[src/rtl/itch_message_framer.sv]
`timescale 1ns/1ps
// -----------------------------------------------------------------------------
// itch_message_framer
//
// Frames a length-prefixed ITCH byte stream, one byte per cycle. Each message
// is a 16-bit big-endian body length followed by the body. From the body it
// takes the type byte, a 4-byte symbol and a 4-byte value. Completed messages
// are queued in a small FIFO. The FIFO head feeds the market data processor
// through a valid/ready interface.
//
// Optional feature macro: ITCH_TYPE_FILTER_EN
//   When defined, completed messages whose type is not 'A', 'E', 'X' or 'D'
//   are dropped with error 0x05. When undefined, every well-formed message is
//   forwarded.
//
// Ports:
//   clk         in   single clock, rising edge
//   rst         in   synchronous active-high reset
//   s_valid     in   input byte valid
//   s_data      in   input byte [7:0]
//   s_last      in   last byte of transport packet
//   s_ready     out  framer accepts byte this cycle
//   data_valid  out  FIFO head valid
//   data_in     out  {symbol[31:0], value[31:0]} of FIFO head
//   data_type   out  ITCH type byte of FIFO head
//   data_ready  in   processor accepts head
//   msg_count   out  messages pushed to FIFO (wraps)
//   drop_count  out  messages discarded (saturates)
//   err_flag    out  one-cycle error pulse
//   err_code    out  code of last error, held
//
// Error codes: 0x01 zero length, 0x02 too short, 0x03 too long,
//              0x04 packet ended mid-message, 0x05 type filtered.
// -----------------------------------------------------------------------------
module itch_message_framer #(
  parameter int FIFO_DEPTH  = 8,
  parameter int SYM_OFFSET  = 1,
  parameter int VAL_OFFSET  = 5,
  parameter int MAX_MSG_LEN = 64
) (
  input  logic        clk,
  input  logic        rst,
  input  logic        s_valid,
  input  logic [7:0]  s_data,
  input  logic        s_last,
  output logic        s_ready,
  output logic        data_valid,
  output logic [63:0] data_in,
  output logic [7:0]  data_type,
  input  logic        data_ready,
  output logic [31:0] msg_count,
  output logic [15:0] drop_count,
  output logic        err_flag,
  output logic [7:0]  err_code
);

  localparam int PTR_W = (FIFO_DEPTH > 1) ? $clog2(FIFO_DEPTH) : 1;
  localparam int CNT_W = PTR_W + 1;

  localparam logic [15:0]      MIN_LEN_C = 16'(VAL_OFFSET + 4);
  localparam logic [15:0]      MAX_LEN_C = 16'(MAX_MSG_LEN);
  localparam logic [15:0]      SYM_LO_C  = 16'(SYM_OFFSET);
  localparam logic [15:0]      SYM_HI_C  = 16'(SYM_OFFSET + 3);
  localparam logic [15:0]      VAL_LO_C  = 16'(VAL_OFFSET);
  localparam logic [15:0]      VAL_HI_C  = 16'(VAL_OFFSET + 3);
  localparam logic [CNT_W-1:0] DEPTH_C   = CNT_W'(FIFO_DEPTH);

  typedef enum logic [1:0] {
    LEN_HI  = 2'd0,
    LEN_LO  = 2'd1,
    BODY    = 2'd2,
    DISCARD = 2'd3
  } state_t;

`ifdef ITCH_TYPE_FILTER_EN
  // Message types the downstream processor understands.
  function automatic logic type_allowed(input logic [7:0] t);
    case (t)
      8'h41, 8'h45, 8'h58, 8'h44: type_allowed = 1'b1;
      default:                    type_allowed = 1'b0;
    endcase
  endfunction
`endif

  // Framing registers
  state_t      state_r;
  logic [7:0]  len_hi_r;
  logic [15:0] len_r;
  logic [15:0] idx_r;
  logic [15:0] disc_cnt_r;
  logic [7:0]  type_r;
  logic [31:0] sym_r;
  logic [31:0] val_r;

  // Framing next-state values
  state_t      state_nx_s;
  logic [7:0]  len_hi_nx_s;
  logic [15:0] len_nx_s;
  logic [15:0] idx_nx_s;
  logic [15:0] disc_cnt_nx_s;
  logic [7:0]  type_nx_s;
  logic [31:0] sym_nx_s;
  logic [31:0] val_nx_s;
  logic        push_s;
  logic        drop_s;
  logic        err_s;
  logic [7:0]  err_code_s;

  logic        s_ready_s;
  logic        accept_s;
  logic [15:0] len_full_s;
  logic [71:0] entry_s;

  // FIFO storage plus a registered output slot holding the head
  logic [71:0]      mem_r [FIFO_DEPTH];
  logic [PTR_W-1:0] wr_ptr_r;
  logic [PTR_W-1:0] rd_ptr_r;
  logic [CNT_W-1:0] mem_cnt_r;
  logic             out_valid_r;
  logic [63:0]      out_data_r;
  logic [7:0]       out_type_r;
  logic             pop_s;
  logic             load_s;
  logic [CNT_W-1:0] occupancy_s;
  logic             fifo_full_s;

  logic [31:0] msg_count_r;
  logic [15:0] drop_count_r;
  logic        err_flag_r;
  logic [7:0]  err_code_r;

  // Occupancy counts the output slot too, so FIFO_DEPTH messages fill it.
  assign occupancy_s = mem_cnt_r + {{PTR_W{1'b0}}, out_valid_r};
  assign fifo_full_s = (occupancy_s == DEPTH_C);

  // Backpressure only at a message boundary: a started message always fits.
  assign s_ready_s  = !rst && !((state_r == LEN_HI) && fifo_full_s);
  assign accept_s   = s_valid && s_ready_s;
  assign len_full_s = {len_hi_r, s_data};
  assign entry_s    = {type_nx_s, sym_nx_s, val_nx_s};

  assign pop_s  = out_valid_r && data_ready;
  assign load_s = (mem_cnt_r != {CNT_W{1'b0}}) && (!out_valid_r || pop_s);

  // Framing FSM next state, field capture and error/push/drop decisions.
  always_comb begin
    state_nx_s    = state_r;
    len_hi_nx_s   = len_hi_r;
    len_nx_s      = len_r;
    idx_nx_s      = idx_r;
    disc_cnt_nx_s = disc_cnt_r;
    type_nx_s     = type_r;
    sym_nx_s      = sym_r;
    val_nx_s      = val_r;
    push_s        = 1'b0;
    drop_s        = 1'b0;
    err_s         = 1'b0;
    err_code_s    = 8'h00;
    if (accept_s) begin
      case (state_r)
        LEN_HI: begin
          if (s_last) begin
            err_s      = 1'b1;
            err_code_s = 8'h04;
            state_nx_s = LEN_HI;
          end else begin
            len_hi_nx_s = s_data;
            state_nx_s  = LEN_LO;
          end
        end
        LEN_LO: begin
          len_nx_s = len_full_s;
          if (s_last) begin
            err_s      = 1'b1;
            err_code_s = 8'h04;
            state_nx_s = LEN_HI;
          end else if (len_full_s == 16'd0) begin
            err_s      = 1'b1;
            err_code_s = 8'h01;
            state_nx_s = LEN_HI;
          end else if (len_full_s < MIN_LEN_C) begin
            err_s         = 1'b1;
            err_code_s    = 8'h02;
            disc_cnt_nx_s = len_full_s - 16'd1;
            state_nx_s    = DISCARD;
          end else if (len_full_s > MAX_LEN_C) begin
            err_s         = 1'b1;
            err_code_s    = 8'h03;
            disc_cnt_nx_s = len_full_s - 16'd1;
            state_nx_s    = DISCARD;
          end else begin
            idx_nx_s   = 16'd0;
            state_nx_s = BODY;
          end
        end
        BODY: begin
          if (idx_r == 16'd0) begin
            type_nx_s = s_data;
          end else begin
            type_nx_s = type_r;
          end
          if ((idx_r >= SYM_LO_C) && (idx_r <= SYM_HI_C)) begin
            sym_nx_s = {sym_r[23:0], s_data};
          end else begin
            sym_nx_s = sym_r;
          end
          if ((idx_r >= VAL_LO_C) && (idx_r <= VAL_HI_C)) begin
            val_nx_s = {val_r[23:0], s_data};
          end else begin
            val_nx_s = val_r;
          end
          idx_nx_s = idx_r + 16'd1;
          // Final body byte wins over s_last: a packet may end on it.
          if (idx_r == (len_r - 16'd1)) begin
            state_nx_s = LEN_HI;
`ifdef ITCH_TYPE_FILTER_EN
            if (type_allowed(type_nx_s)) begin
              push_s = 1'b1;
            end else begin
              drop_s     = 1'b1;
              err_s      = 1'b1;
              err_code_s = 8'h05;
            end
`else
            push_s = 1'b1;
`endif
          end else if (s_last) begin
            drop_s     = 1'b1;
            err_s      = 1'b1;
            err_code_s = 8'h04;
            state_nx_s = LEN_HI;
          end else begin
            state_nx_s = BODY;
          end
        end
        DISCARD: begin
          if (disc_cnt_r == 16'd0) begin
            drop_s     = 1'b1;
            state_nx_s = LEN_HI;
          end else if (s_last) begin
            drop_s     = 1'b1;
            err_s      = 1'b1;
            err_code_s = 8'h04;
            state_nx_s = LEN_HI;
          end else begin
            disc_cnt_nx_s = disc_cnt_r - 16'd1;
            state_nx_s    = DISCARD;
          end
        end
        default: begin
          state_nx_s = LEN_HI;
        end
      endcase
    end else begin
      state_nx_s = state_r;
    end
  end

  // Framing state and captured message fields.
  always_ff @(posedge clk) begin
    if (rst) begin
      state_r    <= LEN_HI;
      len_hi_r   <= 8'h00;
      len_r      <= 16'd0;
      idx_r      <= 16'd0;
      disc_cnt_r <= 16'd0;
      type_r     <= 8'h00;
      sym_r      <= 32'd0;
      val_r      <= 32'd0;
    end else begin
      state_r    <= state_nx_s;
      len_hi_r   <= len_hi_nx_s;
      len_r      <= len_nx_s;
      idx_r      <= idx_nx_s;
      disc_cnt_r <= disc_cnt_nx_s;
      type_r     <= type_nx_s;
      sym_r      <= sym_nx_s;
      val_r      <= val_nx_s;
    end
  end

  // FIFO storage write; contents need no reset since pointers gate reads.
  always_ff @(posedge clk) begin
    if (push_s) begin
      mem_r[wr_ptr_r] <= entry_s;
    end
  end

  // FIFO pointers, storage count and the registered head slot.
  always_ff @(posedge clk) begin
    if (rst) begin
      wr_ptr_r    <= {PTR_W{1'b0}};
      rd_ptr_r    <= {PTR_W{1'b0}};
      mem_cnt_r   <= {CNT_W{1'b0}};
      out_valid_r <= 1'b0;
      out_data_r  <= 64'd0;
      out_type_r  <= 8'h00;
    end else begin
      if (push_s) begin
        wr_ptr_r <= wr_ptr_r + {{(PTR_W-1){1'b0}}, 1'b1};
      end
      mem_cnt_r <= mem_cnt_r + {{PTR_W{1'b0}}, push_s} - {{PTR_W{1'b0}}, load_s};
      if (load_s) begin
        rd_ptr_r    <= rd_ptr_r + {{(PTR_W-1){1'b0}}, 1'b1};
        out_valid_r <= 1'b1;
        out_data_r  <= mem_r[rd_ptr_r][63:0];
        out_type_r  <= mem_r[rd_ptr_r][71:64];
      end else if (pop_s) begin
        out_valid_r <= 1'b0;
      end
    end
  end

  // Message/drop counters and error reporting.
  always_ff @(posedge clk) begin
    if (rst) begin
      msg_count_r  <= 32'd0;
      drop_count_r <= 16'd0;
      err_flag_r   <= 1'b0;
      err_code_r   <= 8'h00;
    end else begin
      if (push_s) begin
        msg_count_r <= msg_count_r + 32'd1;
      end
      if (drop_s && (drop_count_r != 16'hFFFF)) begin
        drop_count_r <= drop_count_r + 16'd1;
      end
      err_flag_r <= err_s;
      if (err_s) begin
        err_code_r <= err_code_s;
      end
    end
  end

  assign s_ready    = s_ready_s;
  assign data_valid = out_valid_r;
  assign data_in    = out_data_r;
  assign data_type  = out_type_r;
  assign msg_count  = msg_count_r;
  assign drop_count = drop_count_r;
  assign err_flag   = err_flag_r;
  assign err_code   = err_code_r;

endmodule
[config.mk]
export PLATFORM = sky130hd
export DESIGN_NAME = itch_message_framer
export DESIGN_NICKNAME = d
export VERILOG_FILES = /design/src/rtl/itch_message_framer.sv
export SDC_FILE = /design/constraint.sdc
export NUM_CORES = 1
export LEC_CHECK = 0
export CORE_UTILIZATION = 40
export DETAILED_ROUTE_END_ITERATION = 6
export DONT_BUFFER_PORTS = 1
export PLACE_DENSITY = 0.57
export SETUP_SLACK_MARGIN = 0.4
export SLEW_MARGIN = 10
export SYNTH_ARGS = -nofsm -noshare
export SYNTH_HDL_FRONTEND = slang
export SYNTH_SLANG_ARGS = --single-unit
[constraint.sdc]
create_clock -name clk -period 13.2 [get_ports clk]
set_clock_uncertainty 0.05 [all_clocks]
set_input_delay 2.64 -clock clk [delete_from_list [all_inputs] [get_ports clk]]
set_output_delay 2.64 -clock clk [all_outputs]
set_load 0.05 [all_outputs]
## Word-level counts from Yosys, hierarchy flattened

Memories as Yosys holds them, arrays and structs flattened. A register that Yosys moved wholly into a read port is not among the register bits.
Index checks and enable logic that the tools add are counted.

- Bits in registers: 198
- Memory bits (writable): 576
- Bits of input ports: 13
- Output and inout bits: 131
- Word-level logic and storage cells: 131
- Memories kept: 1

- Add/subtract/negate cells: 11
- $lt $le $gt $ge: 6
- Equality and inequality tests: 13
- Muxes and demuxes: 59
- Bitwise gates (word level): 1
- Reduce and logical (&&, ||, !) cells: 24

Memories:

| name | depth | width | read ports | clocked after Yosys merged registers in | wr ports | line | source |
|---|---|---|---|---|---|---|---|
| mem_r | 8 | 72 | 1 | 1 | 1 | 115 | `logic [71:0] mem_r [FIFO_DEPTH];` |

Operators with widths:

| operator | number |
|---|---|
| 2-to-1 mux 32 bit | 6 |
| 2-to-1 mux 16 bit | 10 |
| one-hot mux 16 bit (2 select lines) | 2 |
| logical NOT 16 bit | 3 |
| subtractor 16 x 1 -> 16 bit (second input constant) | 3 |
| 2-to-1 mux 8 bit | 5 |
| adder 16 x 1 -> 16 bit (second input constant) | 2 |
| adder 32 x 1 -> 32 bit (second input constant) | 1 |
| one-hot mux 8 bit (4 select lines) | 1 |
| 2-to-1 mux 1 bit | 20 |
| 2-to-1 mux 2 bit | 9 |
| == test 16 bit | 1 |
| >= comparator 16 x 1 -> 1 bit (second input constant) | 1 |
| >= comparator 16 x 3 -> 1 bit (second input constant) | 1 |
| greater-than comparator 16 x 7 -> 1 bit (second input constant) | 1 |
| less-or-equal comparator 16 x 3 -> 1 bit (second input constant) | 1 |
| less-or-equal comparator 16 x 4 -> 1 bit (second input constant) | 1 |
| < comparator 16 x 4 -> 1 bit (second input constant) | 1 |
| != test 16 bit (second input constant) | 1 |
| != test 2 bit (second input constant) | 6 |
| 2-to-1 mux 3 bit | 3 |
| adder 4 x 1 -> 4 bit | 2 |
| logical AND 1 bit | 8 |
| one-hot mux 2 bit (4 select lines) | 1 |
| other kinds (18) | 24 |

## Longest topological paths before layout

- Depth in word-level cells: 9
- Gate-level depth with buffers: 15
- Mapped depth without buffers: 14

## Worst setup path after synthesis

Ideal clock, no wire load.

- Path kind: input port to flip-flop
- From: input rst
- To: memory mem_r[2][0] (enable)
- Library setup time: 705 ps
- Arrival time: 11110 ps
- Data required time: 12445 ps
- Path slack: 1335 ps
- Stages: 8
- Cells stage by stage: inv_1 -> nand2_1 -> or2_2 -> clkbuf_1 -> nor2_1 -> nand4_1 -> clkbuf_1 -> nor4b_1

- Cells in the longest elaborated chain, start to end: 6

RTL lines:

| what | line | source |
|---|---|---|
| start: declaration | 42 | `input logic rst,` |
| logical NOT 1 bit | 137 | `assign s_ready_s = !rst && !((state_r == LEN_HI) && fifo_full_s);` |
| logical AND 1 bit | 137 |  |
| logical AND 1 bit | 138 | `assign accept_s = s_valid && s_ready_s;` |
| 2-to-1 mux 1 bit | 159 | `if (accept_s) begin` |
| 2-to-1 mux 1 bit | 284 | `if (push_s) begin` |
| 2-to-1 mux 1 bit (not written as such) | 285 | `mem_r[wr_ptr_r] <= entry_s;` |
| end: declaration | 115 |  |

Every way passes these cells.

## Worst setup path in the final report

- From: input rst
- To: output s_ready

- Cells in the longest elaborated chain, start to end: 2

RTL lines:

| what | line | source |
|---|---|---|
| logical NOT 1 bit | 137 |  |
| logical AND 1 bit | 137 |  |
| end: declaration | 46 | `output logic s_ready,` |

Every way passes these cells.

==> key figures <==
Worst setup path
  • Crit path DAT: roughly 3.6 ns
  • Startpoint class of the critical path: primary input
  • Top cell family by delay on the critical path: simple AND/OR/NAND/NOR gates
  • CP required: roughly 11 ns
  • Crit end category: primary output
  • Critical path buffers and inverters: 0
  • Critical path, cell by cell: nor2_1
  • Worst-path maximum fanout: 195
  • Crit path max-delay cell type: nor2_1
  • Worst Setup Path Type: primary input to primary output
  • Max incr delay on CP: ~0.8 ns

STA
  • Crit path time final: around 6.3 ns
  • Final Max Tran Viols: 0
  • Relative slew margins: approximately 30%
  • Max Clk Rate: around 0.16 GHz
  • Final setup violating endpoints: 0
  • Setup TNS: 0 ns
  • Crit share post-route: a little under half
  • Worst-Margin Slew: between 1 and 1.5 ns
  • Worst hold margin: 0.444 ns
  • Hold Violations, Final: 0
  • RSZ-0062 raised after global routing: false

Clocking
  • CTS tree: yes
  • Clock buffer depth: 3
  • # resized after CTS: 0
  • Num CTS Buffers: just under 90
  • CTS H-tree depth: 3
  • Number of clock sinks: between 800 and 900
  • Clock latency on the worst-skew pair: 0.64 ns
  • CTS Root Cell: clkbuf_16
  • Clk slew on worst S/H paths: roughly 0.06 ns
  • Post-CTS Hold Fix Bufs: 0
  • Postcts setup bufs: 0

Synth
  • Synthesis warning total: 0
  • Syn Area/Cell: about 15 sq um
  • Async SR Flop Fraction: 0%
  • Cells after Synth: roughly 2,200
  • Cell variety after synth: 67
  • Synthesized flop and latch total: between 800 and 900
  • Main synth FF type: edfxtp_1
  • Seq/Total Area, Yosys: roughly two thirds
  • Post-Syn Area: roughly 0.034 sq mm
  • EDFF count, synth: approximately 580

Floorplanning
  • Initial Util: approximately two fifths
  • Die X: a little under 300 um
  • Die area: around 0.085 sq mm
  • # rows: 105
  • Die height: about 290 um
  • Ports: roughly 140
  • Core area: approximately 0.083 sq mm

GRT
  • Gr ovfl total: 0
  • Vias in the first global route: roughly 19,000
  • First-pass GRT wire length: 114,000 um
  • Largest net degree at the start of global routing: slightly below 200
  • Initial antenna violation count: 3
  • GRT Util Overall: between 10% and 20%

Finish
  • # fillers: between 7,000 and 8,000
  • Area Growth Syn to Fin: 12.2%
  • Final Core Density: 45.6%
  • Most frequent cells in the layout: edfxtp_1, dfxtp_1, nor2_1, mux4_2, mux2i_1
  • Nets: 2,207
  • Area of the multi-input gates: ~0.010 sq mm
  • Fraction of layout cells with a size suffix above 1: between 10% and 20%
  • Register area: between 0.02 and 0.025 sq mm
  • Commonest non-fill, non-tap cell in the layout: edfxtp_1
  • Finished Cell Area: 0.0377 sq mm

Detailed routing
  • DR DRC count: 0
  • DR vias: roughly 18,000
  • Wire length per cell: ~22 um
  • Iteration-0 DRC count of the detailed router: approximately 1,200
  • DR pass1 iterations: 5
  • Vias/cell: between 5 and 6
  • Antenna Nets Post-Route: 0
  • Post-Route WL: 74,500 um

Placed design
  • DP HPWL: 42,000 um
  • Port Buf Inserts: 0
  • Placed Area: approximately 0.035 sq mm
  • GPL Wtd Cong: about 0.8

Flow run
  • Max cap viols: 0

Min path
  • Hold Crit Class: flop to flop

Outcome
  • Status: finished clean

Power
  • Power Dens Cells: 181 mW/mm^2
  • Pwr Total: about 7 mW
  • LEAKAGE: between 10 and 15 nW
  • VDD IR max: 0.156 mV
-- where the power goes --
group          internal (mW)  total (mW)  leakage, nW  switching [mW]
Clock                   1.49        2.52         1.43            1.03
Sequential              2.89        3.35         8.20           0.462
Combinational          0.450       0.940         3.65           0.490
-- state kept, by name, indices dropped and copies added (netlist names), 2 cells and up --
name	flops
err_code	3
sym_r	32
rd_ptr_r	3
idx_r	16
state_r	2
data_type	8
type_r	8
mem_cnt_r	4
len_r	16
val_r	32
msg_count	32
disc_cnt_r	16
wr_ptr_r	3
data_in	64
mem_r	576
len_hi_r	8
drop_count	16
-- cell families (layout without fill, tap and decap cells) --
kind of cell,count (synthesis),after routing,synth area share (%)
flip-flops,841,841,67.3
multiplexers,331,331,15.6
AO/OA/AOI/OAI,255,255,5.28
buffers and inverters,163,219,1.93
XOR/XNOR,41,41,1.07
adder cells (fa/ha/maj),18,18,0.693
other,1,6,0.0112
AND/OR/NAND/NOR,541,541,8.15
-- routing by layer --
metal / global-route usage, % / routed length, um
met2: 29.0 / 36300
met1: 23.2 / 32600
met4: 5.52 / 1650
met3: 3.40 / 4030
met5: 0 / 19
-- through the flow --
| step | cells | setup WS [ns] |
|---|---|---|
| floorplan | 2195 | 1.33 |
| global placement | 3156 | 6.40 |
| detailed placement | 3156 | 6.35 |
| CTS | 3321 | 7.02 |
| global route | 3322 | 6.61 |
| finish | 3322 | 6.93 |
-- path summary, 6_finish.rpt --
check                                    from             to  slack [ns]  cells after the start
worst min register to register  disc_cnt_r[0]  disc_cnt_r[0]        0.44                      2
worst min-delay path            disc_cnt_r[0]  disc_cnt_r[0]        0.44                      2
worst max register to register       len_r[0]   mem_r[7][59]        7.82                     11
worst max-delay path                      rst        s_ready        6.93                      1
-- cells in the mapped netlist (all sizes together), types with 4 or more instances --
| cell type | number | area share (%) |
|---|---|---|
| and3 | 22 | 0.41 |
| nor2 | 185 | 2.1 |
| edfxtp | 576 | 52 |
| ha | 17 | 0.63 |
| xor2 | 22 | 0.57 |
| mux2 | 85 | 2.9 |
| o311ai | 12 | 0.31 |
| or4 | 14 | 0.34 |
| and2 | 78 | 1.5 |
| o41ai | 12 | 0.31 |
| a31oi | 8 | 0.15 |
| or2 | 15 | 0.29 |
| mux4 | 144 | 9.7 |
| nand4 | 21 | 0.39 |
| nand2 | 81 | 0.91 |
| inv | 23 | 0.26 |
| a211oi | 78 | 1.7 |
| xnor2 | 19 | 0.50 |
| o31ai | 11 | 0.25 |
| nor4 | 13 | 0.24 |
| mux2i | 102 | 3.0 |
| a211o | 6 | 0.16 |
| o21ai | 32 | 0.48 |
| nor2b | 15 | 0.28 |
| clkbuf | 105 | 1.2 |
| nand3 | 25 | 0.37 |
| nor3b | 6 | 0.13 |
| nor3 | 23 | 0.36 |
| buf | 35 | 0.50 |
| a31o | 5 | 0.13 |
| and4 | 6 | 0.16 |
| o211ai | 7 | 0.16 |
| or3 | 27 | 0.50 |
| a21oi | 53 | 0.79 |
| dfxtp | 265 | 16 |
| o21a | 4 | 0.089 |
-- area by class of cell --
cell class                 instances  share of cell area, %
clock buffer                     116                   6.48
multi-input combinational       1191                   27.7
inverter                          23                  0.229
clock inverter                    49                   1.41
timing repair buffer              31                  0.651
tap                             1070                   3.55
sequential                       841                   60.0
antenna                            1                0.00664
Note: power is estimated with default switching activity, not from simulation.
